===== config.mk =====
export PLATFORM = sky130hd
export DESIGN_NAME = network_interface_controller
export DESIGN_NICKNAME = d
export VERILOG_FILES = /design/src/rtl/network_interface_controller.sv
export SDC_FILE = /design/constraint.sdc
export NUM_CORES = 1
export LEC_CHECK = 0
export ABC_AREA = 0
export BUFFER_PORTS_ARGS = -buffer_cell sky130_fd_sc_hd__buf_2
export CORE_MARGIN = 10
export CORE_UTILIZATION = 46
export CTS_CLUSTER_DIAMETER = 40
export DETAILED_ROUTE_END_ITERATION = 8
export HOLD_SLACK_MARGIN = 0.06
export PLACE_DENSITY = 0.85
export SYNTH_ARGS = -nofsm -noshare
export SYNTH_HDL_FRONTEND = slang
export SYNTH_SLANG_ARGS = --single-unit

===== constraint.sdc =====
create_clock -name clk -period 6.4 [get_ports clk]
set_input_delay 0.96 -clock clk [delete_from_list [all_inputs] [get_ports clk]]
set_output_delay 0.96 -clock clk [all_outputs]
set_load 0.005 [all_outputs]

===== src/rtl/network_interface_controller.sv =====
// NIC endpoint for one mesh node: CPU-mapped registers, one single-entry buffer per direction.
// Bit 0 is the MSB on every data bus; status flags live in the last bit (DATA_WIDTH-1).
module network_interface_controller #(
   parameter int DATA_WIDTH = 64
) (
   input  logic                  clk,
   input  logic                  reset,
   input  logic [0:1]            addr,
   input  logic [0:DATA_WIDTH-1] d_in,
   output logic [0:DATA_WIDTH-1] d_out,
   input  logic                  nicEn,
   input  logic                  nicWrEn,
   input  logic                  net_si,
   output logic                  net_ri,
   input  logic [0:DATA_WIDTH-1] net_di,
   output logic                  net_so,
   input  logic                  net_ro,
   output logic [0:DATA_WIDTH-1] net_do,
   input  logic                  net_polarity
);

   localparam logic [0:1] ADDR_IN_BUF     = 2'b00;
   localparam logic [0:1] ADDR_IN_STATUS  = 2'b01;
   localparam logic [0:1] ADDR_OUT_BUF    = 2'b10;
   localparam logic [0:1] ADDR_OUT_STATUS = 2'b11;

   logic                  in_full;
   logic                  out_full;
   logic [0:DATA_WIDTH-1] in_buf;
   logic [0:DATA_WIDTH-1] out_buf;

   logic cpu_rd;
   logic cpu_wr;
   logic eject;
   logic read_clear;
   logic write_ok;
   logic inject;

   assign cpu_rd     = nicEn & ~nicWrEn;
   assign cpu_wr     = nicEn & nicWrEn;
   assign eject      = net_si & ~in_full;
   assign read_clear = cpu_rd & in_full & (addr == ADDR_IN_BUF);
   // A write on an injection edge sees out_full=1 and is dropped.
   assign write_ok   = cpu_wr & ~out_full & (addr == ADDR_OUT_BUF);
   assign inject     = out_full & net_ro & (out_buf[0] == net_polarity);

   assign net_ri = ~in_full;

   // Router-to-CPU channel; eject and read_clear can never coincide.
   always_ff @(posedge clk or posedge reset) begin
      if (reset) begin
         in_full <= 1'b0;
         in_buf  <= '0;
      end else if (eject) begin
         in_full <= 1'b1;
         in_buf  <= net_di;
      end else if (read_clear) begin
         in_full <= 1'b0;
      end
   end

   // CPU-to-router channel
   always_ff @(posedge clk or posedge reset) begin
      if (reset) begin
         out_full <= 1'b0;
         out_buf  <= '0;
         net_so   <= 1'b0;
         net_do   <= '0;
      end else begin
         net_so <= inject;
         if (inject) begin
            net_do   <= out_buf;
            out_full <= 1'b0;
         end else if (write_ok) begin
            out_buf  <= d_in;
            out_full <= 1'b1;
         end
      end
   end

   always_comb begin
      d_out = '0;
      if (cpu_rd) begin
         case (addr)
            ADDR_IN_BUF:     d_out = in_buf;
            ADDR_IN_STATUS:  d_out[DATA_WIDTH-1] = in_full;
            ADDR_OUT_BUF:    d_out = out_buf;
            ADDR_OUT_STATUS: d_out[DATA_WIDTH-1] = out_full;
            default:         d_out = '0;
         endcase
      end
   end

endmodule


==> summary.txt <==
========================================================================================================
Width of the die ..........................................................................  155 microns
Setup-failing EPs final ...................................................................            0
Maximum cell stage delay along the critical path ..........................................      0.64 ns
Via count .................................................................................         5208
Die extent in y ...........................................................................  155 microns
Number of global-route vias before repair .................................................         5771
Placed cell count .........................................................................          967
Cell Count, Final, Fillers Out ............................................................          997
Data required time at the worst endpoint ..................................................      5.44 ns
Antenna violations before repair ..........................................................            0
Routability congestion estimate from global placement .....................................        0.794
Drt pass-1 iters ..........................................................................            4
Cell at the root of the clock tree ........................................................ sky130_fd_sc_hd__clkbuf_16
Power, Total ..............................................................................      4.75 mW
Most instantiated flip-flop cell in the synthesis netlist ................................. sky130_fd_sc_hd__dfrtp_1
Hold-fix buffers, CTS .....................................................................            0
Share of synthesized area occupied by flip-flops and latches ..............................        0.585
# Post-CTS Setup Buffers ..................................................................            0
Number of port buffers ....................................................................          266
Series of cell instances along the critical path .......................................... buf_2 -> nand2b_1 -> nor2_4 -> buf_4 -> a22o_1 -> buf_2
# rows ....................................................................................           49
Portion of synthesized cell area occupied by the leading cell type ........................        0.585
Area contributors post-synth .............................................................. sky130_fd_sc_hd__dfrtp_1 58%, sky130_fd_sc_hd__mux2_4 16%, sky130_fd_sc_hd__mux2_2 14%
Critical path capture point type ..........................................................   output pin
Nets in the synthesized netlist ...........................................................          635
Highest ir drop seen on vdd ...............................................................     0.240 mV
Distinct cells, synth .....................................................................           20
Number of clock buffers inserted by TritonCTS .............................................           17
Number of nets still failing antenna checks after routing .................................            0
Post-CTS resize count .....................................................................            0
Final Hold Fails ..........................................................................            0
Total wire length after detailed routing .................................................. 21100 microns
Post-route clock period utilization .......................................................        0.593
Number of top-level pins ..................................................................          267
Synthesized area divided by synthesized cell count ........................................   16.8 sq um
Clock tree from TritonCTS .................................................................        built
Cell area power density ...................................................................  459 nW/um^2
Leading cell type by number of instances after synthesis .................................. sky130_fd_sc_hd__dfrtp_1
H-tree depth ..............................................................................            4
Antenna diodes ............................................................................            0
Slowest cell on the critical path ......................................................... sky130_fd_sc_hd__nor2_4
Register bit total from synthesis .........................................................          195
Worst-case hold slack .....................................................................     0.505 ns
Min Tclk post-route .......................................................................      3.80 ns
Cell area after synthesis .................................................................   8340 sq um
Static power due to leakage ...............................................................      5.10 nW
Effective utilization at floorplan ........................................................        0.466
Slew at the pin closest to its max-slew limit .............................................     0.858 ns
Starting DRT DRC Count ....................................................................          168
Die area ..................................................................................  23900 sq um
Final Max Slew Viols ......................................................................            0
Final TNS setup ...........................................................................         0 ns
Critical path launch point type ........................................................... primary input
Clock latency reported for the late side of the worst-skew pair ...........................      0.42 ns
Area grow syn2layout ......................................................................        23.9%
Per-cell via count in the routed design ...................................................         5.22
Most prevalent standard cell on the critical path ......................................... sky130_fd_sc_hd__buf_2
Aggregate global routing overflow .........................................................            0
Estimated wirelength of the detail-placed design .......................................... 15200 microns
Final Util ................................................................................        0.577
Max-cap violation count ...................................................................            0
Worst clock skew on the final layout ......................................................    0.0108 ns
Top cells by instance count after synthesis ............................................... 195 x sky130_fd_sc_hd__dfrtp_1, 105 x sky130_fd_sc_hd__mux2_2, 87 x sky130_fd_sc_hd__mux2_4, 63 x sky130_fd_sc_hd__a22o_1, 21 x sky130_fd_sc_hd__buf_2
Worst max-slew margin expressed relative to the limit .....................................        0.428
RSZ-0062 raised after global routing ......................................................           no
Proportion of layout cells with a drive suffix above 1 ....................................        0.654
Biggest area consumer among synthesized cells ............................................. sky130_fd_sc_hd__dfrtp_1
Post-synth EDFFs ..........................................................................            0
Ys Warns ..................................................................................            0
Final routed wire length divided by cell count ............................................ 21.2 microns
Largest driver fanout on the critical path ................................................           36
Overall Global Routing Usage ..............................................................        0.173
Data arrival time of the worst path .......................................................      2.84 ns
Remaining DRCs ............................................................................            0
Maximum clock path buffer count ...........................................................            2
Run status ................................................................................ complete, no violations
Post-Synthesis Cells ......................................................................          498
Total clock sinks .........................................................................          195
Class of the most critical hold timing path ............................................... flop to flop
Timing-limited maximum frequency ..........................................................    0.263 GHz
Wire length of the first global-routing pass .............................................. 33100 microns
Number of nets in the finished design .....................................................          894
Path type of the worst setup path ......................................................... primary input to output pin
Core box area .............................................................................  17900 sq um
Largest net degree at the start of global routing .........................................          128
Post-CTS clock slew at the launch and capture registers of the worst setup and hold paths .      0.06 ns
Fraction of registers with async set or reset after synthesis .............................         1.00
========================================================================================================
final cells by class:
| cell class | count | area (sq um) |
|---|---|---|
| clock buffer | 18 | 429 |
| clock inverter | 12 | 155 |
| fill | 1411 | 7570 |
| inverter | 2 | 15.0 |
| multi-input combinational | 268 | 3190 |
| sequential | 195 | 4880 |
| tap | 229 | 287 |
| timing repair buffer | 273 | 1380 |
cell families (layout without fill, tap and decap cells):
family | Yosys count | count (layout) | share of synthesized area
buffers and inverters | 35 | 305 | 0.0345
xor gates and xnor gates | 1 | 1 | 0.00105
muxes | 193 | 193 | 0.301
DFF | 195 | 195 | 0.585
AOI/OAI and AO/OA | 65 | 65 | 0.0682
and+or+nand+nor | 9 | 9 | 0.00975
worst max-delay path, delay by kind of cell:
| kind | cells | cell delay (ns) |
|---|---|---|
| compound gates | 1 | 0.22 |
| simple gates | 2 | 0.87 |
| buf+inv | 3 | 0.72 |
per-stage QoR:
step,area (sq um),setup WS [ns]
6_report,10300,2.60
3_5_place_dp,9750,2.62
5_1_grt,10300,2.51
3_3_place_gp,9750,2.69
4_1_cts,10300,2.59
2_1_floorplan,8340,0.128
final timing paths:
kind	startpoint	end	slack (ns)	cells past startpoint
max in group asynchronous	reset	out_buf[54]$_DFFE_PP0P_	4.28	3
max	nicWrEn	d_out[56]	2.60	6
min in group asynchronous	reset	net_do[26]$_DFFE_PP0P_	0.72	2
max reg2reg	out_buf[0]$_DFFE_PP0P_	net_do[1]$_DFFE_PP0P_	4.01	4
min	net_do[0]$_DFFE_PP0P_	net_do[0]$_DFFE_PP0P_	0.51	1
min reg2reg	net_do[0]$_DFFE_PP0P_	net_do[0]$_DFFE_PP0P_	0.51	1
power breakdown:
part | internal [mW] | switching (mW) | total (mW)
clock | 0.614 | 0.461 | 1.07
combinational | 0.926 | 0.476 | 1.40
sequential | 1.85 | 0.424 | 2.27
state kept, by name (all words and copies together), names as in the netlist:
name	cells
in_buf	64
net_do	64
out_buf	64
in_full	1
net_so	1
out_full	1
metal layers:
layer  up-vias  track usage  routed length [microns]  share of wire
met5         -            0                        0              0
met4         0       0.0522                      348          0.016
met3        22       0.0649                     1560          0.074
met2       172        0.283                    10300           0.49
met1      2669        0.207                     8850           0.42
li1       2345            -                        -              -
cells in the final DEF (no fill, tap or decap), drive strengths merged:
cell      Yosys  final
nand2b        2      2
o21ba         1      1
inv           2      5
a22o         63     63
clkinvlp      0      2
mux4          1      1
nor2          1      1
o21bai        1      1
mux2        192    192
nand2         1      1
clkbuf        0     18
dfrtp       195    195
nor3          2      2
nor2b         2      2
clkinv        0      4
and3          1      1
buf          33    273
xnor2         1      1
bufinv        0      3
No activity file was read; power rests on OpenSTA's default activity.
